**config.mk**
```make
export PLATFORM = sky130hd
export DESIGN_NAME = regfile_reader
export DESIGN_NICKNAME = d
export VERILOG_FILES = /design/src/rtl/regfile_pkg.sv /design/src/rtl/rdr_hold_reg.sv /design/src/rtl/regfile_reader.sv
export SDC_FILE = /design/constraint.sdc
export NUM_CORES = 1
export LEC_CHECK = 0
export ABC_AREA = 1
export CAP_MARGIN = 20
export CORE_MARGIN = 8
export CORE_UTILIZATION = 35
export DETAILED_ROUTE_END_ITERATION = 12
export PLACE_DENSITY = 0.74
export SLEW_MARGIN = 20
export SYNTH_ARGS = -nofsm -noshare
export SYNTH_HDL_FRONTEND = slang
export SYNTH_HIERARCHICAL = 1
export SYNTH_SLANG_ARGS = --single-unit
```
**constraint.sdc**
```tcl
create_clock -name clk -period 3.4 [get_ports clk]
set_clock_uncertainty 0.2 [all_clocks]
set_input_delay 0.68 -clock clk [delete_from_list [all_inputs] [get_ports clk]]
set_output_delay 0.68 -clock clk [all_outputs]
set_load 0.02 [all_outputs]
```
**src/rtl/regfile_pkg.sv**
```systemverilog
// Shared types and defaults for the register readback path.
package regfile_pkg;

    localparam int DATA_W_DEF = 10;
    localparam int NREGS_DEF  = 8;

    typedef enum logic [2:0] {
        ST_IDLE    = 3'd0,
        ST_READ    = 3'd1,
        ST_WAIT    = 3'd2,
        ST_PRESENT = 3'd3,
        ST_DONE    = 3'd4
    } state_t;

endpackage

```
**src/rtl/rdr_hold_reg.sv**
```systemverilog
// Enable-loaded capture register holding one tagged word {data, addr}.
module rdr_hold_reg #(
    parameter int W = 13
) (
    input  logic         clk,
    input  logic         reset_n,
    input  logic         load,
    input  logic [W-1:0] d,
    output logic [W-1:0] q
);

    logic [W-1:0] hold_q;
    logic [W-1:0] hold_d;

    always_comb begin
        hold_d = hold_q;
        if (load) begin
            hold_d = d;
        end
    end

    always_ff @(posedge clk or negedge reset_n) begin
        if (!reset_n) begin
            hold_q <= '0;
        end else begin
            hold_q <= hold_d;
        end
    end

    assign q = hold_q;

endmodule

```
**src/rtl/regfile_reader.sv**
```systemverilog
// Walks register addresses 0..NREGS-1 through a synchronous read port and
// streams each word, tagged with its address, over a valid/ready handshake.
//
// state   | meaning
// IDLE    | waiting for start
// READ    | rd_en asserted for addr_cnt
// WAIT    | bank data arriving; captured into the hold register
// PRESENT | word offered on out_*, held until accepted
// DONE    | one-cycle done pulse
module regfile_reader
    import regfile_pkg::*;
#(
    parameter int DATA_W = DATA_W_DEF,
    parameter int NREGS  = NREGS_DEF,
    parameter int ADDR_W = $clog2(NREGS)
) (
    input  logic              clk,
    input  logic              reset_n,
    input  logic              start,
    input  logic              abort,
    output logic              busy,
    output logic              done,
    output logic              rd_en,
    output logic [ADDR_W-1:0] rd_addr,
    input  logic [DATA_W-1:0] rd_data,
    output logic              out_valid,
    input  logic              out_ready,
    output logic [DATA_W-1:0] out_data,
    output logic [ADDR_W-1:0] out_addr
);

    localparam logic [ADDR_W-1:0] LAST_ADDR = ADDR_W'(NREGS - 1);

    state_t            state_q, state_d;
    logic [ADDR_W-1:0] addr_cnt_q, addr_cnt_d;
    logic              done_q, done_d;
    logic              out_valid_q, out_valid_d;

    always_comb begin
        state_d     = state_q;
        addr_cnt_d  = addr_cnt_q;
        done_d      = 1'b0;
        out_valid_d = out_valid_q;
        case (state_q)
            ST_IDLE: begin
                if (start) begin
                    addr_cnt_d = '0;
                    state_d    = ST_READ;
                end
            end
            ST_READ: begin
                state_d = ST_WAIT;
            end
            ST_WAIT: begin
                out_valid_d = 1'b1;
                state_d     = ST_PRESENT;
            end
            ST_PRESENT: begin
                if (out_ready) begin
                    out_valid_d = 1'b0;
                    if (addr_cnt_q == LAST_ADDR) begin
                        done_d  = 1'b1;
                        state_d = ST_DONE;
                    end else begin
                        addr_cnt_d = addr_cnt_q + 1'b1;
                        state_d    = ST_READ;
                    end
                end
            end
            ST_DONE: begin
                state_d = ST_IDLE;
            end
            default: begin
                state_d     = ST_IDLE;
                out_valid_d = 1'b0;
            end
        endcase
        // Abort overrides everything, including an acceptance in the same cycle.
        if (abort && (state_q != ST_IDLE)) begin
            state_d     = ST_IDLE;
            addr_cnt_d  = '0;
            done_d      = 1'b0;
            out_valid_d = 1'b0;
        end
    end

    always_ff @(posedge clk or negedge reset_n) begin
        if (!reset_n) begin
            state_q     <= ST_IDLE;
            addr_cnt_q  <= '0;
            done_q      <= 1'b0;
            out_valid_q <= 1'b0;
        end else begin
            state_q     <= state_d;
            addr_cnt_q  <= addr_cnt_d;
            done_q      <= done_d;
            out_valid_q <= out_valid_d;
        end
    end

    rdr_hold_reg #(
        .W (DATA_W + ADDR_W)
    ) u_hold (
        .clk     (clk),
        .reset_n (reset_n),
        .load    (state_q == ST_WAIT),
        .d       ({rd_data, addr_cnt_q}),
        .q       ({out_data, out_addr})
    );

    assign busy      = (state_q != ST_IDLE);
    assign rd_en     = (state_q == ST_READ);
    assign rd_addr   = (state_q == ST_READ) ? addr_cnt_q : '0;
    assign done      = done_q;
    assign out_valid = out_valid_q;

endmodule

```
==> flow_metrics.env, run 1 <==
export IMPL_num_rows=19
export IMPL_startpoint_type="register"
export IMPL_port_buffers=34
export IMPL_outcome="completed"
export IMPL_wl_um=2320
export IMPL_fill_cells=284
export IMPL_yosysSeqAreaShare_pct=53.3
export IMPL_cts_tree="yes"
export IMPL_htreeDepth=1
export IMPL_netlist_area_um2=986
export IMPL_root_buffer="clkbuf_4"
export IMPL_antenna_cells=0
export IMPL_cts_buffers=3
export IMPL_clockBufferDepth=2
export IMPL_end_kind="output port"
export IMPL_hold_viol=0
export IMPL_worstSetupPathType="register to output port"
export IMPL_vias=869
export IMPL_initial_core_util_pct=36.4
export IMPL_drtIter0Drc=46
export IMPL_hold_path_depth=2
export IMPL_r2r_start="state_q[2]$_DFFE_PN0P_"
export IMPL_post_cts_buffers=0
export IMPL_mostFrequentLayoutCell="nand2_1"
export IMPL_dieArea_mm2=0.00477
export IMPL_drive_gt1_share_pct=10.1
export IMPL_coreArea_mm2=0.00271
export IMPL_syn_to_final_growth_pct=39.2
export IMPL_tightest_slew_ns=0.910
export IMPL_startpoint="state_q[2]$_DFFE_PN0P_"
export IMPL_crit_fanout=7
export IMPL_final_cell_mix="47 x nand2_1, 34 x clkdlybuf4s50_1, 21 x dfrtp_1, 12 x inv_1, 11 x nand3_1"
export IMPL_p_leak_nw=0.695
export IMPL_period_minus_slack_ns=2.65
export IMPL_syn_area_per_cell_um2=8.08
export IMPL_synthDistinctLibCells=17
export IMPL_placed_area_mm2=0.00135
export IMPL_ant_nets=0
export IMPL_hold_ws_ns=0.278
export IMPL_layout_nets=176
export IMPL_power_density_mw_per_mm2=797
export IMPL_clk_pin_slew_ns=0.11
export IMPL_postCtsHoldBufs=0
export IMPL_cp_arrival_ns=1.77
export IMPL_synth_nets=139
export IMPL_tns_ns=0
export IMPL_num_io_pins=35
export IMPL_die_h_um=69.1
export IMPL_grt_pass1_wl_um=4110
export IMPL_cp_required_ns=2.52
export IMPL_max_slew_margin_pct=39.1
export IMPL_dp_hpwl_um=1790
export IMPL_ys_warn_count=6
export IMPL_clk_latency_ns=0.30
export IMPL_fin_crit_sh_pct=78.0
export IMPL_rr_worst_depth=6
export IMPL_firstDrtPassIters=4
export IMPL_drv_cap=0
export IMPL_fin_area_mm2=0.00137
export IMPL_synth_top_area_share_pct=53.3
export IMPL_cts_resized_gates=0
export IMPL_holdCritPathClass="register to register"
export IMPL_netlist_instances=122
export IMPL_grt_usage_pct=10.1
export IMPL_ys_seq_elements=21
export IMPL_slew_viol_final=0
export IMPL_grt_max_degree=22
export IMPL_yosysTopAreaCell="dfrtp_1"
export IMPL_synth_area_leaders="dfrtp_1 53%, nand2_1 18%, nand3_1 5.6%"
export IMPL_via_per_inst=4.60
export IMPL_grt_pass1_vias=885
export IMPL_die_w_um=69.1
export IMPL_drc_errors=0
export IMPL_grt_overflow=0
export IMPL_cts_sinks=21
export IMPL_vdd_drop_max_mv=0.403
export IMPL_setup_viol_count_final=0
export IMPL_hold_start="u_hold/q[1]$_DFFE_PN0P_"
export IMPL_utilization_pct=50.6
export IMPL_avgRoutedWirePerCell_um=12.3
export IMPL_fmax_mhz=377
export IMPL_gp_congestion=0.805
export IMPL_antenna_found_initial=0
export IMPL_rsz0062_at_grt="no"
-- power by group --
group | leakage [nW] | internal [mW] | switching (mW)
logic | 0.407 | 0.241 | 0.343
clock network | 0.0150 | 0.0457 | 0.0699
registers | 0.272 | 0.334 | 0.0603
-- stage by stage --
stage | worst slack (ns) | total power [mW] | instances
4_1_cts | 0.714 | 1.11 | 189
2_1_floorplan | 1.58 | 0.753 | 122
5_1_grt | 0.578 | 1.19 | 189
3_5_place_dp | 1.09 | 0.993 | 185
6_report | 0.749 | 1.09 | 189
3_3_place_gp | 1.14 | 0.971 | 185
-- synth_stat cells (all sizes together) --
cell type / n
a21oi: 1
a31oi: 1
buf: 2
dfrtp: 21
ha: 2
inv: 16
nand2: 54
nand3: 11
nor2: 9
nor3: 2
o21ai: 2
o22ai: 1
-- critical path: stages, from the launching register on --
cell	delay, ns
dfrtp_1	0.43
inv_2	0.12
nand3_1	0.16
nor2_1	0.14
clkdlybuf4s50_1	0.62
-- path summary, 6_finish.rpt --
kind	endpoint	slack, ns
max	rd_addr[2]	0.75
min	u_hold/q[1]$_DFFE_PN0P_	0.28
max reg2reg	u_hold/q[10]$_DFFE_PN0P_	1.68
min reg2reg	u_hold/q[1]$_DFFE_PN0P_	0.28
max in group asynchronous	u_hold/q[6]$_DFFE_PN0P_	1.76
min in group asynchronous	done$_DFF_PN0_	0.68
-- layout make-up --
class	instances	area (um^2)	share of cell area, %
Inverter	16	60.1	4.38
Timing Repair Buffer	34	340	24.8
Multi-Input combinational cell	83	382	27.8
Tap cell	31	38.8	2.83
Clock buffer	4	26.3	1.91
Sequential cell	21	526	38.3
-- state kept, by name, indices dropped and copies added (netlist names) --
| name | cells |
|---|---|
| addr_cnt_q | 3 |
| done | 1 |
| out_valid | 1 |
| state_q | 3 |
| u_hold/q | 13 |
-- metal layers --
layer  routed length [um]  vias to the layer above  part of all wire [%]  GRT usage (%)
met5                    0                        -                     0              0
met4                   19                        0                  0.82           5.24
met3                  136                        4                   5.9           3.86
met2                 1080                       27                    46           16.1
met1                 1090                      394                    47           11.5
li1                     -                      444                     -              -
-- kinds of logic (layout without fill, tap and decap cells) --
| logic type | Yosys count | after routing | share of synthesized area [%] |
|---|---|---|---|
| flops | 21 | 21 | 53.3 |
| compound gates | 5 | 5 | 2.79 |
| fa+ha+maj | 2 | 2 | 2.54 |
| buf+inv | 18 | 54 | 7.99 |
| simple gates | 76 | 76 | 33.4 |
Note: power is estimated with default switching activity, not from simulation.
==> run 2: changes to the inputs <==
Settings changed: PLACE_DENSITY 0.74 to 0.76.
Clock period 3.4 ns to 2.17 ns, I/O delays scaled along.
==> flow_metrics.env, run 2 (same netlist as run 1, synthesis figures left out) <==
export IMPL_syn_to_final_growth_pct=38.7
export IMPL_grt_pass1_wl_um=4070
export IMPL_coreArea_mm2=0.00271
export IMPL_antenna_cells=0
export IMPL_postCtsHoldBufs=0
export IMPL_drive_gt1_share_pct=13.2
export IMPL_startpoint_type="register"
export IMPL_tns_ns=0
export IMPL_slew_viol_final=0
export IMPL_r2r_end="u_hold/q[2]$_DFFE_PN0P_"
export IMPL_r2r_setup_slack_ns=0.39
export IMPL_max_stage_delay_ns=0.45
export IMPL_r2r_start="state_q[2]$_DFFE_PN0P_"
export IMPL_die_h_um=69.1
export IMPL_wl_um=2490
export IMPL_num_io_pins=35
export IMPL_gp_congestion=0.805
export IMPL_num_rows=19
export IMPL_die_w_um=69.1
export IMPL_cp_required_ns=1.54
export IMPL_fmax_mhz=475
export IMPL_htreeDepth=1
export IMPL_dp_hpwl_um=1920
export IMPL_largest_register_ffs=13
export IMPL_power_density_mw_per_mm2=1260
export IMPL_firstDrtPassIters=4
export IMPL_port_buffers=34
export IMPL_holdCritPathClass="primary input to asynchronous set/reset pin"
export IMPL_end_kind="output port"
export IMPL_clk_pin_slew_ns=0.11
export IMPL_fin_crit_sh_pct=97.1
export IMPL_cts_sinks=21
export IMPL_antenna_found_initial=0
export IMPL_cts_tree="yes"
export IMPL_tightest_slew_ns=0.450
export IMPL_drc_errors=0
export IMPL_root_buffer="clkbuf_4"
export IMPL_outcome="completed"
export IMPL_rsz0062_at_grt="no"
export IMPL_crit_fanout=6
export IMPL_cp_cell_sequence="nor2_1, nand2_2, dlygate4sd2_1"
export IMPL_layout_nets=177
export IMPL_cts_buffers=3
export IMPL_mostFrequentLayoutCell="nand2_1"
export IMPL_period_minus_slack_ns=2.11
export IMPL_clockBufferDepth=2
export IMPL_via_per_inst=4.69
export IMPL_grt_usage_pct=9.85
export IMPL_grt_overflow=0
export IMPL_cp_arrival_ns=1.47
export IMPL_avgRoutedWirePerCell_um=13.1
export IMPL_grt_pass1_vias=929
export IMPL_drv_cap=0
export IMPL_critPathSlowestCell="dfrtp_1"
export IMPL_hold_viol=0
export IMPL_worstSetupPathType="register to output port"
export IMPL_rr_worst_depth=6
export IMPL_final_cell_mix="47 x nand2_1, 29 x clkdlybuf4s50_1, 21 x dfrtp_1, 12 x inv_1, 10 x nand3_1"
export IMPL_vdd_drop_max_mv=0.827
export IMPL_grt_max_degree=22
export IMPL_drtIter0Drc=28
export IMPL_p_leak_nw=0.709
export IMPL_ant_nets=0
export IMPL_hold_ws_ns=0.262
export IMPL_dieArea_mm2=0.00477
export IMPL_clk_latency_ns=0.30
export IMPL_setup_viol_count_final=0
export IMPL_vias=891
export IMPL_max_slew_margin_pct=70.0
export IMPL_initial_core_util_pct=36.4
-- run 2: cell count changes in the layout (fill, tap and decap cells not counted), sizes merged --
cell / previous run / this run
clkbuf: 4 / 7
clkdlybuf4s50: 34 / 29
dlygate4sd2: 0 / 2
buf: 0 / 1
-- run 2: layer usage --
layer,vias to the layer above,track usage (%),wire length [um]
met1,409,9.52,1040
met5,-,0,0
li1,447,-,-
met4,0,3.42,34
met2,29,18.2,1230
met3,6,4.01,188
-- run 2: how the worst max path moves through the flow --
stage	from	endpoint	slack, ns	cells past startpoint
2_1_floorplan	state_q[2]$_DFFE_PN0P_	rd_addr[0]	0.60	3
3_3_place_gp	state_q[2]$_DFFE_PN0P_	rd_addr[2]	0.15	4
3_5_place_dp	state_q[2]$_DFFE_PN0P_	rd_addr[2]	0.10	4
4_1_cts	state_q[2]$_DFFE_PN0P_	rd_addr[2]	0.02	4
5_1_grt	state_q[0]$_DFFE_PN0P_	busy	0.01	3
6_report	state_q[1]$_DFFE_PN0P_	busy	0.06	3
-- run 2: power breakdown --
group / internal, mW / total, mW / leakage [nW] / switching, mW
sequential: 0.524 / 0.615 / 0.272 / 0.0912
combinational: 0.364 / 0.928 / 0.422 / 0.564
clock: 0.0717 / 0.184 / 0.0150 / 0.112
total: 0.960 / 1.73 / 0.709 / 0.767
-- run 2: cell type report --
| type | count | area (um^2) |
|---|---|---|
| fillers | 295 | 1340 |
| flip-flops and latches | 21 | 526 |
| multi-input cells | 83 | 387 |
| repair buffers | 35 | 330 |
| inverters | 16 | 60.1 |
| well taps | 31 | 38.8 |
| clock buffers | 4 | 26.3 |
-- run 2: worst max-delay path, delay by kind of cell, from the launching register on --
kind | cells | cell delay, ns
flops | 1 | 0.45
simple gates | 2 | 0.38
buf+inv | 1 | 0.35
-- run 2: metrics by stage --
step | total power [mW] | cell area [um^2] | utilization [%] | instances | setup slack, ns
2_1_floorplan | 1.18 | 986 | - | 122 | 0.598
4_1_cts | 1.74 | 1370 | 50.7 | 190 | 0.0237
3_3_place_gp | 1.52 | 1350 | 50.0 | 186 | 0.149
5_1_grt | 1.84 | 1370 | 50.5 | 190 | 0.0129
6_report | 1.73 | 1370 | 50.5 | 190 | 0.0627
3_5_place_dp | 1.56 | 1350 | 50.0 | 186 | 0.102
-- run 2: repair_timing --
action                     in CTS  in global routing
buffers inserted                0                  0
setup endpoints to repair       5                  4
pin swaps                       0                  0
gates resized for setup         5                  7
cloned                          0                  0
==> run 3: changes to the inputs <==
Settings changed: CAP_MARGIN 20 to 10, RECOVER_POWER from default to 25.
==> flow_metrics.env, run 3 (same netlist as run 1, synthesis figures left out) <==
export IMPL_outcome="completed"
export IMPL_tightest_slew_ns=1.12
export IMPL_drv_cap=0
export IMPL_tns_ns=0
export IMPL_r2r_end="u_hold/q[2]$_DFFE_PN0P_"
export IMPL_fill_cells=295
export IMPL_num_io_pins=35
export IMPL_postCtsHoldBufs=0
export IMPL_hold_ws_ns=0.281
export IMPL_setup_viol_count_final=0
export IMPL_rsz0062_at_grt="no"
export IMPL_root_buffer="clkbuf_4"
export IMPL_r2r_setup_slack_ns=0.39
export IMPL_firstDrtPassIters=4
export IMPL_p_leak_nw=0.706
export IMPL_end_kind="output port"
export IMPL_drc_errors=0
export IMPL_largest_register_ffs=13
export IMPL_clockBufferDepth=2
export IMPL_finalNonFillerCells=190
export IMPL_whs_endpoint="u_hold/q[8]$_DFFE_PN0P_"
export IMPL_path_delay_family="flip-flops"
export IMPL_cp_num_buf_inv=1
export IMPL_clk_pin_slew_ns=0.11
export IMPL_ant_nets=0
export IMPL_cp_required_ns=1.54
export IMPL_htreeDepth=1
export IMPL_gp_congestion=0.805
export IMPL_clk_latency_ns=0.30
export IMPL_antenna_cells=0
export IMPL_dieArea_mm2=0.00477
export IMPL_grt_usage_pct=9.85
export IMPL_drtIter0Drc=28
export IMPL_avgRoutedWirePerCell_um=13.1
export IMPL_max_slew_margin_pct=25.6
export IMPL_dp_slack_ns=0.102
export IMPL_vdd_drop_max_mv=0.828
export IMPL_grt_pass1_vias=929
export IMPL_period_minus_slack_ns=2.10
export IMPL_grt_max_degree=22
export IMPL_die_w_um=69.1
export IMPL_power_density_mw_per_mm2=1270
export IMPL_hold_start="u_hold/q[8]$_DFFE_PN0P_"
export IMPL_fmax_mhz=477
export IMPL_antenna_found_initial=0
export IMPL_cts_buffers=3
export IMPL_grt_overflow=0
export IMPL_coreArea_mm2=0.00271
export IMPL_dp_hpwl_um=1920
export IMPL_rr_worst_depth=6
export IMPL_hold_path_depth=2
export IMPL_layout_nets=177
export IMPL_mostFrequentLayoutCell="nand2_1"
export IMPL_path_depth=3
export IMPL_final_cell_mix="47 x nand2_1, 28 x clkdlybuf4s50_1, 21 x dfrtp_1, 12 x inv_1, 10 x nand3_1"
export IMPL_startpoint_type="register"
export IMPL_cts_tree="yes"
export IMPL_wl_um=2480
export IMPL_die_h_um=69.1
export IMPL_vias=890
export IMPL_setup_ws_ns=0.0748
export IMPL_initial_core_util_pct=36.4
export IMPL_crit_fanout=6
export IMPL_hold_viol=0
export IMPL_r2r_start="state_q[2]$_DFFE_PN0P_"
export IMPL_holdCritPathClass="register to register"
export IMPL_worstSetupPathType="register to output port"
export IMPL_dp_cells=186
export IMPL_fin_crit_sh_pct=96.6
export IMPL_via_per_inst=4.68
export IMPL_critPathSlowestCell="dfrtp_1"
export IMPL_cts_sinks=21
export IMPL_drive_gt1_share_pct=12.6
export IMPL_num_rows=19
export IMPL_syn_to_final_growth_pct=38.3
export IMPL_slew_viol_final=0
export IMPL_port_buffers=34
export IMPL_post_cts_buffers=0
export IMPL_cp_cell_sequence="nor2_1, nand2_2, dlygate4sd2_1"
export IMPL_cp_arrival_ns=1.46
export IMPL_grt_pass1_wl_um=4070
export IMPL_max_stage_delay_ns=0.45
## run 3: cell types whose count changed in the layout (fill, tap and decap cells not counted)
cell and change:
clkbuf_1 +1, dlygate4sd3_1 +1, buf_4 -1, clkdlybuf4s50_1 -1
## run 3: cell type report
type	count	area [um^2]	share of cell area (%)
tap	31	38.8	2.84
multi-input combinational	83	387	28.3
sequential	21	526	38.5
inverter	16	60.1	4.40
clock buffer	4	26.3	1.93
timing repair buffer	35	327	23.9
## run 3: stage by stage
stage | utilization (%) | instance area [um^2] | total power, mW
3_5_place_dp | 50.0 | 1350 | 1.56
5_1_grt | 50.3 | 1360 | 1.84
4_1_cts | 50.7 | 1370 | 1.74
6_report | 50.3 | 1360 | 1.73
3_3_place_gp | 50.0 | 1350 | 1.52
2_1_floorplan | - | 986 | 1.18
## run 3: how the worst max path moves through the flow
stage,from,end,slack [ns]
after global routing,state_q[0]$_DFFE_PN0P_,busy,0.01
after global placement,state_q[2]$_DFFE_PN0P_,rd_addr[2],0.15
final,state_q[1]$_DFFE_PN0P_,busy,0.07
after floorplan,state_q[2]$_DFFE_PN0P_,rd_addr[0],0.60
after detailed placement,state_q[2]$_DFFE_PN0P_,rd_addr[2],0.10
after CTS,state_q[2]$_DFFE_PN0P_,rd_addr[2],0.02
## run 3: tightest hold or removal path: stages, from the launching register on
cell and delay (ns):
dfrtp_1 0.36, nand2_1 0.05, nand2_1 0.05
## run 3: per-layer routing
layer  vias to the layer above  global-route usage [%]  share of wire [%]
li1                        448                       -                  -
met1                       409                    9.52                 42
met2                        29                    18.2                 50
met3                         4                    4.01                7.7
met4                         0                    3.42               0.81
met5                         -                       0                  0
## run 3: where the power goes
group,internal [mW],total [mW],switching [mW]
sequential,0.524,0.616,0.0920
combinational,0.363,0.926,0.563
clock,0.0717,0.184,0.112
total,0.959,1.73,0.767
## run 3: timing repair
item,in CTS,in global routing
pin swaps,0,0
resized for setup,5,7
endpoints found under the setup margin,5,4
